===== config.mk =====
export PLATFORM = sky130hd
export DESIGN_NAME = sram_ctrl
export DESIGN_NICKNAME = d
export VERILOG_FILES = /design/src/rtl/sram_ctrl_pkg.sv /design/src/rtl/sram_wait_cnt.sv /design/src/rtl/sram_ctrl.sv
export SDC_FILE = /design/constraint.sdc
export NUM_CORES = 1
export LEC_CHECK = 0
export ABC_AREA = 1
export CAP_MARGIN = 20
export CORE_AREA = 2 2 106 108
export DETAILED_ROUTE_END_ITERATION = 10
export DIE_AREA = 0 0 108 110
export HOLD_SLACK_MARGIN = 0.15
export PLACE_DENSITY = 0.75
export SYNTH_ARGS = -nofsm -noshare
export SYNTH_HDL_FRONTEND = slang
export SYNTH_SLANG_ARGS = --single-unit

===== constraint.sdc =====
create_clock -name clk -period 1.3 [get_ports clk]
set_input_delay 0.26 -clock clk [delete_from_list [all_inputs] [get_ports clk]]
set_output_delay 0.26 -clock clk [all_outputs]
set_load 0.01 [all_outputs]

===== src/rtl/sram_ctrl_pkg.sv =====
// Shared types and constants for the 32-bit to 16-bit SRAM access controller.
package sram_ctrl_pkg;

    typedef enum logic [1:0] {
        IDLE = 2'd0,
        LO   = 2'd1,
        HI   = 2'd2,
        DONE = 2'd3
    } state_t;

    localparam int unsigned SRAM_ADDR_W   = 18;
    localparam int unsigned SRAM_DATA_W   = 16;
    localparam int unsigned WORD_W        = SRAM_ADDR_W - 1;
    localparam logic [31:0] DEF_BASE_ADDR = 32'd1024;

    // Byte offsets are dropped before subtracting so address[1:0] never matter;
    // the cast keeps the modulo-2^17 wrap for addresses below the base.
    function automatic logic [WORD_W-1:0] word_idx(input logic [31:0] addr,
                                                   input logic [31:0] base);
        return WORD_W'((addr >> 2) - (base >> 2));
    endfunction

endpackage


===== src/rtl/sram_wait_cnt.sv =====
// Phase-length down-counter: reloads at the start of each half-word phase and
// reports done on the phase's final cycle.
module sram_wait_cnt #(
    parameter int unsigned WAIT_CYCLES = 2
) (
    input  logic clk,
    input  logic rst,
    input  logic load_i,
    output logic done_o
);
    localparam int unsigned CW = (WAIT_CYCLES > 0) ? $clog2(WAIT_CYCLES + 1) : 1;

    logic [CW-1:0] cnt_q;

    always_ff @(posedge clk) begin
        if (!rst) begin
            cnt_q <= '0;
        end else if (load_i) begin
            cnt_q <= CW'(WAIT_CYCLES);
        end else if (cnt_q != '0) begin
            cnt_q <= cnt_q - 1'b1;
        end
    end

    assign done_o = (cnt_q == '0);

endmodule


===== src/rtl/sram_ctrl.sv =====
// Splits 32-bit loads/stores into two 16-bit SRAM accesses (low half first).
// Define SRAM_CTRL_WAIT_EN to stretch each half-word phase to WAIT_CYCLES+1 cycles.
module sram_ctrl
    import sram_ctrl_pkg::*;
#(
    parameter logic [31:0] BASE_ADDR   = DEF_BASE_ADDR,
    parameter int unsigned WAIT_CYCLES = 2
) (
    input  logic                   clk,
    input  logic                   rst,
    input  logic                   wr_en,
    input  logic                   rd_en,
    input  logic [31:0]            address,
    input  logic [31:0]            write_data,
    output logic [31:0]            read_data,
    output logic                   ready,
    output logic [SRAM_ADDR_W-1:0] sram_addr,
    output logic [SRAM_DATA_W-1:0] sram_dq_out,
    input  logic [SRAM_DATA_W-1:0] sram_dq_in,
    output logic                   sram_dq_oe,
    output logic                   sram_we_n
);

    state_t                 state_q;
    logic                   is_wr_q;
    logic [WORD_W-1:0]      word_q;
    logic [SRAM_DATA_W-1:0] wdata_hi_q;
    logic [31:0]            rdata_q;
    logic [SRAM_ADDR_W-1:0] addr_q;
    logic [SRAM_DATA_W-1:0] dq_out_q;
    logic                   oe_q;
    logic                   we_n_q;

    logic                   req;
    logic                   phase_done;
    logic [WORD_W-1:0]      req_word;

    assign req      = wr_en | rd_en;
    assign req_word = word_idx(address, BASE_ADDR);

`ifdef SRAM_CTRL_WAIT_EN
    logic cnt_load;

    // Reload on entry to LO and again on entry to HI.
    assign cnt_load = ((state_q == IDLE) && req) || ((state_q == LO) && phase_done);

    sram_wait_cnt #(
        .WAIT_CYCLES (WAIT_CYCLES)
    ) u_wait_cnt (
        .clk    (clk),
        .rst    (rst),
        .load_i (cnt_load),
        .done_o (phase_done)
    );
`else
    assign phase_done = 1'b1;
`endif

    // SRAM pins are registered: each is set on the edge entering the phase it belongs to.
    always_ff @(posedge clk) begin
        if (!rst) begin
            state_q    <= IDLE;
            is_wr_q    <= 1'b0;
            word_q     <= '0;
            wdata_hi_q <= '0;
            rdata_q    <= '0;
            addr_q     <= '0;
            dq_out_q   <= '0;
            oe_q       <= 1'b0;
            we_n_q     <= 1'b1;
        end else begin
            case (state_q)
                IDLE: begin
                    if (req) begin
                        state_q    <= LO;
                        is_wr_q    <= wr_en;
                        word_q     <= req_word;
                        wdata_hi_q <= write_data[31:16];
                        addr_q     <= {req_word, 1'b0};
                        dq_out_q   <= wr_en ? write_data[15:0] : '0;
                        oe_q       <= wr_en;
                        we_n_q     <= !wr_en;
                    end
                end
                LO: begin
                    if (phase_done) begin
                        if (!is_wr_q) rdata_q[15:0] <= sram_dq_in;
                        state_q  <= HI;
                        addr_q   <= {word_q, 1'b1};
                        dq_out_q <= is_wr_q ? wdata_hi_q : '0;
                    end
                end
                HI: begin
                    if (phase_done) begin
                        if (!is_wr_q) rdata_q[31:16] <= sram_dq_in;
                        state_q  <= DONE;
                        addr_q   <= '0;
                        dq_out_q <= '0;
                        oe_q     <= 1'b0;
                        we_n_q   <= 1'b1;
                    end
                end
                DONE:    state_q <= IDLE;
                default: state_q <= IDLE;
            endcase
        end
    end

    assign ready       = (state_q == DONE) || ((state_q == IDLE) && !req);
    assign read_data   = rdata_q;
    assign sram_addr   = addr_q;
    assign sram_dq_out = dq_out_q;
    assign sram_dq_oe  = oe_q;
    assign sram_we_n   = we_n_q;

endmodule


## Word-level counts from Yosys, hierarchy flattened

Cells that the tools add are included.

- Latch bits: 0
- Memories kept: 0
- Output and inout bits: 69
- ROM bits: 0
- RAM bits: 0
- Flip-flop bits (word level): 104

- Reductions and logical operators: 12
- Equal/unequal tests: 4
- Mux-type cells: 12
- Shift-type cells: 0
- Divide/modulo/power cells: 0
- Bitwise operators: 2
- Add/subtract/negate cells: 1
- $mul: 0
- Order comparisons: 0

Operators with widths:

| kind | number |
|---|---|
| $pmux 18 s3 | 1 |
| $mux 16 | 3 |
| $pmux 16 s3 | 1 |
| $mux 18 | 1 |
| $sub 17x9->17 const B | 1 |
| $reduce_and 2->1 | 5 |
| $pmux 2 s4 | 1 |
| $eq 2x2->1 const B | 2 |
| $pmux 1 s2 | 2 |
| $reduce_bool 3->1 | 1 |
| $eq 2x1->1 const B | 1 |
| $logic_not 1->1 | 2 |
| $logic_not 2->1 | 1 |
| $mux 1 | 2 |
| $mux 2 | 1 |
| $ne 2x2->1 const B | 1 |
| $reduce_bool 2->1 | 1 |
| $logic_and 1x1->1 | 1 |
| $logic_or 1x1->1 | 1 |
| $not 1->1 | 1 |
| $or 1x1->1 | 1 |

## Depth between registers and ports, before layout

- Depth in word-level cells: 4
- Depth in mapped cells: 9

## Least setup slack after synthesis

No wires, ideal clock.

- Path type: flip-flop to flip-flop
- From: reg state_q[0]
- To: reg dq_out_q[14] (netlist: sram_dq_out[14])
- Setup slack: -0.186 ns
- Cell stages (with the launch flop): 8
- Path buffers: 1
- Data arrival time: 1.412 ns
- Required time: 1.226 ns
- Path through: dfxtp_1 > inv_1 > ha_1 > nand2_1 > inv_1 > clkbuf_1 > nand3_1 > a31oi_1

- Longest elaborated chain between the ends: 3
- Elaborated cells on any way between the ends: 7
- Those cells by class: eq/ne: 3; mux: 1; reduce/logical: 3

Ends and longest elaborated chain:

| item | RTL line | RTL |
|---|---|---|
| start: declaration | sram_ctrl.sv:24 | `state_t state_q;` |
| start signal: assignment | sram_ctrl.sv:62 | `state_q <= IDLE;` |
| start signal: assignment | sram_ctrl.sv:75 | `state_q <= LO;` |
| start signal: assignment | sram_ctrl.sv:88 | `state_q <= HI;` |
| $eq 2x2->1, or another cell as far along | sram_ctrl.sv:72 | `case (state_q)` |
| $reduce_bool 3->1 (no line) or $ne 2x2->1 (tied branches) | - |  |
| $reduce_and 2->1 (no line) | - |  |
| end signal: assignment | sram_ctrl.sv:80 | `dq_out_q <= wr_en ? write_data[15:0] : '0;` |
| end signal: assignment | sram_ctrl.sv:90 | `dq_out_q <= is_wr_q ? wdata_hi_q : '0;` |
| end: declaration | sram_ctrl.sv:30 | `logic [SRAM_DATA_W-1:0] dq_out_q;` |

Several ways; a longest one is shown, not always the timed one.
A chain may end at the register's enable or synchronous reset.

## Worst setup path after layout

- From: in wr_en
- To: reg dq_out_q[13] (netlist: sram_dq_out[13])

- Longest elaborated chain between the ends: 3
- Elaborated cells on any way between the ends: 6
- Those cells by class: eq/ne: 1; mux: 3; bitwise: 1; reduce/logical: 1

Ends and longest elaborated chain:

| item | RTL line | RTL |
|---|---|---|
| start: declaration | sram_ctrl.sv:11 | `input logic wr_en,` |
| $mux 16 or $or 1x1->1 (tied branches) | sram_ctrl.sv:80, sram_ctrl.sv:38 |  |
| $mux 16 or $ne 2x2->1 (tied branches) | - |  |
| $pmux 16 s3 or $reduce_and 2->1 (tied branches) | - |  |

Several ways; a longest one is shown, not always the timed one. The select of a mux whose other input is x is not followed.

==> flow_metrics.env <==
export IMPL_status="finished, violations left"
export IMPL_failed_checks="negative setup slack"
export IMPL_clockRootBuffer="clkbuf_8"
export IMPL_dp_hpwl_um=8476
export IMPL_nets=832
export IMPL_cts_sinks=104
export IMPL_die_w_um=108
export IMPL_worst_setup_path_start_kind="input port"
export IMPL_arrival_ns=1.78
export IMPL_vias=4831
export IMPL_min_period_ns=1.537
export IMPL_totalWireLength_um=16210
export IMPL_grt_max_degree=40
export IMPL_fp_dieArea_um2=11880
export IMPL_synth_area_um2=4208
export IMPL_tightest_slew_ns=0.2958
export IMPL_numCtsBuffers=9
export IMPL_grtUsageTotal_pct=25.82
export IMPL_overflow=0
export IMPL_synth_edff_count=0
export IMPL_critPathKind="in -> reg"
export IMPL_syn2layout_area_growth_pct=82.55
export IMPL_final_layout_size_suffix_gt1_share_pct=34.81
export IMPL_initial_core_util_pct=39.33
export IMPL_peakVddDrop_mv=1.022
export IMPL_path_max_fanout=7
export IMPL_powerDensity_nw_per_um2=2148
export IMPL_yosys_cell_count_top_type="nor2_1"
export IMPL_async_flop_share_pct=0
export IMPL_dpl_cell_count=825
export IMPL_synth_cell_type_count=29
export IMPL_timing_final_ws_setup_ns=-0.2369
export IMPL_rsz0062_at_grt="yes"
export IMPL_skew_ns=0.02093
export IMPL_netlist_top_cells_count="nor2_1 (132), dfxtp_1 (104), o21ai_0 (70), nand2_1 (41)"
export IMPL_rr_worst_depth=10
export IMPL_insertion_delay_ns=0.37
export IMPL_synth_top_area_share_pct=49.48
export IMPL_ys_ff_latch=104
export IMPL_syn_inst=547
export IMPL_maxCapViolCount=0
export IMPL_cts_path_max_buffers=2
export IMPL_io_pins=153
export IMPL_antenna_found_initial=0
export IMPL_yosysTopAreaCell="dfxtp_1"
export IMPL_yosysWarnings=0
export IMPL_min_from="rst"
export IMPL_cts_tree="built"
export IMPL_antenna_left=0
export IMPL_synthFlopType="dfxtp_1"
export IMPL_period_share_pct=118.2
export IMPL_yosysSeqAreaShare_pct=49.48
export IMPL_num_rows=38
export IMPL_drc=0
export IMPL_r2r_end="sram_dq_out[13]"
export IMPL_power_mw=16.50
export IMPL_routedWlPerCell_um=18.27
export IMPL_place_gp_congestion=0.8331
export IMPL_core_um2=10700
export IMPL_syn_mean_instance_area_um2=7.692
export IMPL_hp_class="in -> reg"
export IMPL_slew_headroom_pct=80.14
export IMPL_grt_pass1_wl_um=24040
export IMPL_worst_ep_required_time_ns=1.55
export IMPL_n_antenna_cell=0
export IMPL_hold_depth=3
export IMPL_synthesis_nets=637
export IMPL_drt_initial_drc_count=273
export IMPL_port_buffers=137
export IMPL_p_leak_nw=3.201
export IMPL_drv_slew=0
export IMPL_cts_clk_slew_worst_paths_ns=0.10
export IMPL_fin_cells=887
export IMPL_die_h_um=110
export IMPL_drtPass1Iterations=5
export IMPL_r2r_start="state_q[1]"
export IMPL_grt_pass1_vias=4837
export IMPL_vias_per_cell=5.446
export IMPL_max_freq_ghz=0.6507
export IMPL_htreeDepth=3
export IMPL_end_kind="flop"
export IMPL_finalHoldViolations=0
export IMPL_reg2reg_slack_ns=-0.23
export IMPL_ys_top_cells_by_area="dfxtp_1 (49%), nor2_1 (12%), o21ai_0 (8.3%)"
export IMPL_whs_ns=0.2853
export IMPL_min_to="wdata_hi_q[15]"
export IMPL_setup_viol=104
metal layers:
| layer | GRT usage, % | up-vias | share of wire [%] | routed length (µm) |
|---|---|---|---|---|
| li1 | - | 2229 | - | - |
| met1 | 28.51 | 2318 | 38 | 6146 |
| met2 | 47.98 | 225 | 52 | 8429 |
| met3 | 4.586 | 59 | 6.6 | 1075 |
| met4 | 12.27 | 0 | 3.4 | 554 |
| met5 | 0 | - | 0 | 0 |
layout make-up:
class,count,area [µm²]
clock buffers,11,151.4
clock inverters,5,46.29
fillers,724,3017
inverters,27,152.6
multi-input cells,379,2519
flip-flops and latches,104,2093
well taps,140,175.2
repair buffers,220,2537
repair inverters,1,6.256
flip-flops by register name, indices dropped and copies added, names as in the netlist:
register / flops
state_q: 2
sram_dq_oe: 1
word_q: 17
read_data: 32
wdata_hi_q: 16
sram_dq_out: 16
is_wr_q: 1
sram_addr: 18
sram_we_n: 1
cells by family (layout without fill, tap and decap cells):
logic type	count (synthesis)	count (layout)	synth area share (%)
buf+inv	64	264	7.315
simple gates	214	214	21.08
flops	104	104	49.48
fa+ha+maj	6	6	1.784
xor+xnor	3	3	0.6246
compound gates	156	156	19.71
worst max-delay path, stage by stage:
cell	delay [ns]
clkdlybuf4s50_1	0.47
nor2_2	0.24
nand2_4	0.10
nand2_8	0.08
buf_8	0.12
inv_12	0.05
buf_12	0.14
buf_16	0.13
o21ai_4	0.12
a31oi_1	0.06
timing repair:
| item | CTS | global route |
|---|---|---|
| pin swaps | 38 | 29 |
| gates resized for setup | 286 | 145 |
| endpoints found under the hold margin | 0 | 0 |
| buffers inserted | 23 | 11 |
| endpoints found under the setup margin | 171 | 133 |
| hold buffers | 0 | 0 |
| cloned | 18 | 3 |
power by group:
part           leakage (nW)  internal (mW)  total (mW)  switching (mW)
Clock                 0.102          0.839        2.04            1.20
Combinational          2.24           4.86        9.43            4.57
Sequential            0.861           4.24        5.03           0.794
metrics by stage:
step                setup slack [ns]  area [µm²]  util [%]  setup TNS, ns
floorplan                   -0.03169        4239         -        -0.4540
global placement             -0.5841        5921     55.35         -39.87
detailed placement           -0.5592        5921     55.35         -42.24
CTS                          -0.2342        7366     68.85         -8.412
global route                 -0.2667        7681     71.80         -17.06
finish                       -0.2369        7681     71.80         -12.22
cells in the final DEF, fill, tap and decap left out, drive strengths merged:
| cell type | Yosys | final |
|---|---|---|
| o21bai | 1 | 1 |
| nand4 | 2 | 2 |
| o211ai | 1 | 1 |
| xor2 | 2 | 2 |
| ha | 6 | 6 |
| clkinv | 0 | 2 |
| nor2 | 135 | 135 |
| inv | 27 | 30 |
| nand2 | 43 | 43 |
| buf | 18 | 84 |
| dfxtp | 104 | 104 |
| o211a | 1 | 1 |
| a21oi | 22 | 22 |
| nand3 | 34 | 34 |
| clkdlybuf4s15 | 0 | 27 |
| o21ai | 106 | 106 |
| clkinvlp | 0 | 1 |
| clkdlybuf4s50 | 0 | 67 |
| clkbuf | 19 | 20 |
| xnor2 | 1 | 1 |
| a31oi | 25 | 25 |
| dlygate4sd2 | 0 | 33 |
how the worst max path moves through the flow:
| stage | start | to | depth (start not counted) |
|---|---|---|---|
| floorplan | state_q[1] | sram_dq_out[14] | 7 |
| global placement | wr_en | ready | 5 |
| detailed placement | wr_en | ready | 5 |
| CTS | state_q[1] | read_data[1] | 10 |
| global route | state_q[1] | sram_addr[4] | 10 |
| finish | wr_en | sram_dq_out[13] | 10 |
Note: power is estimated with default switching activity, not from simulation.
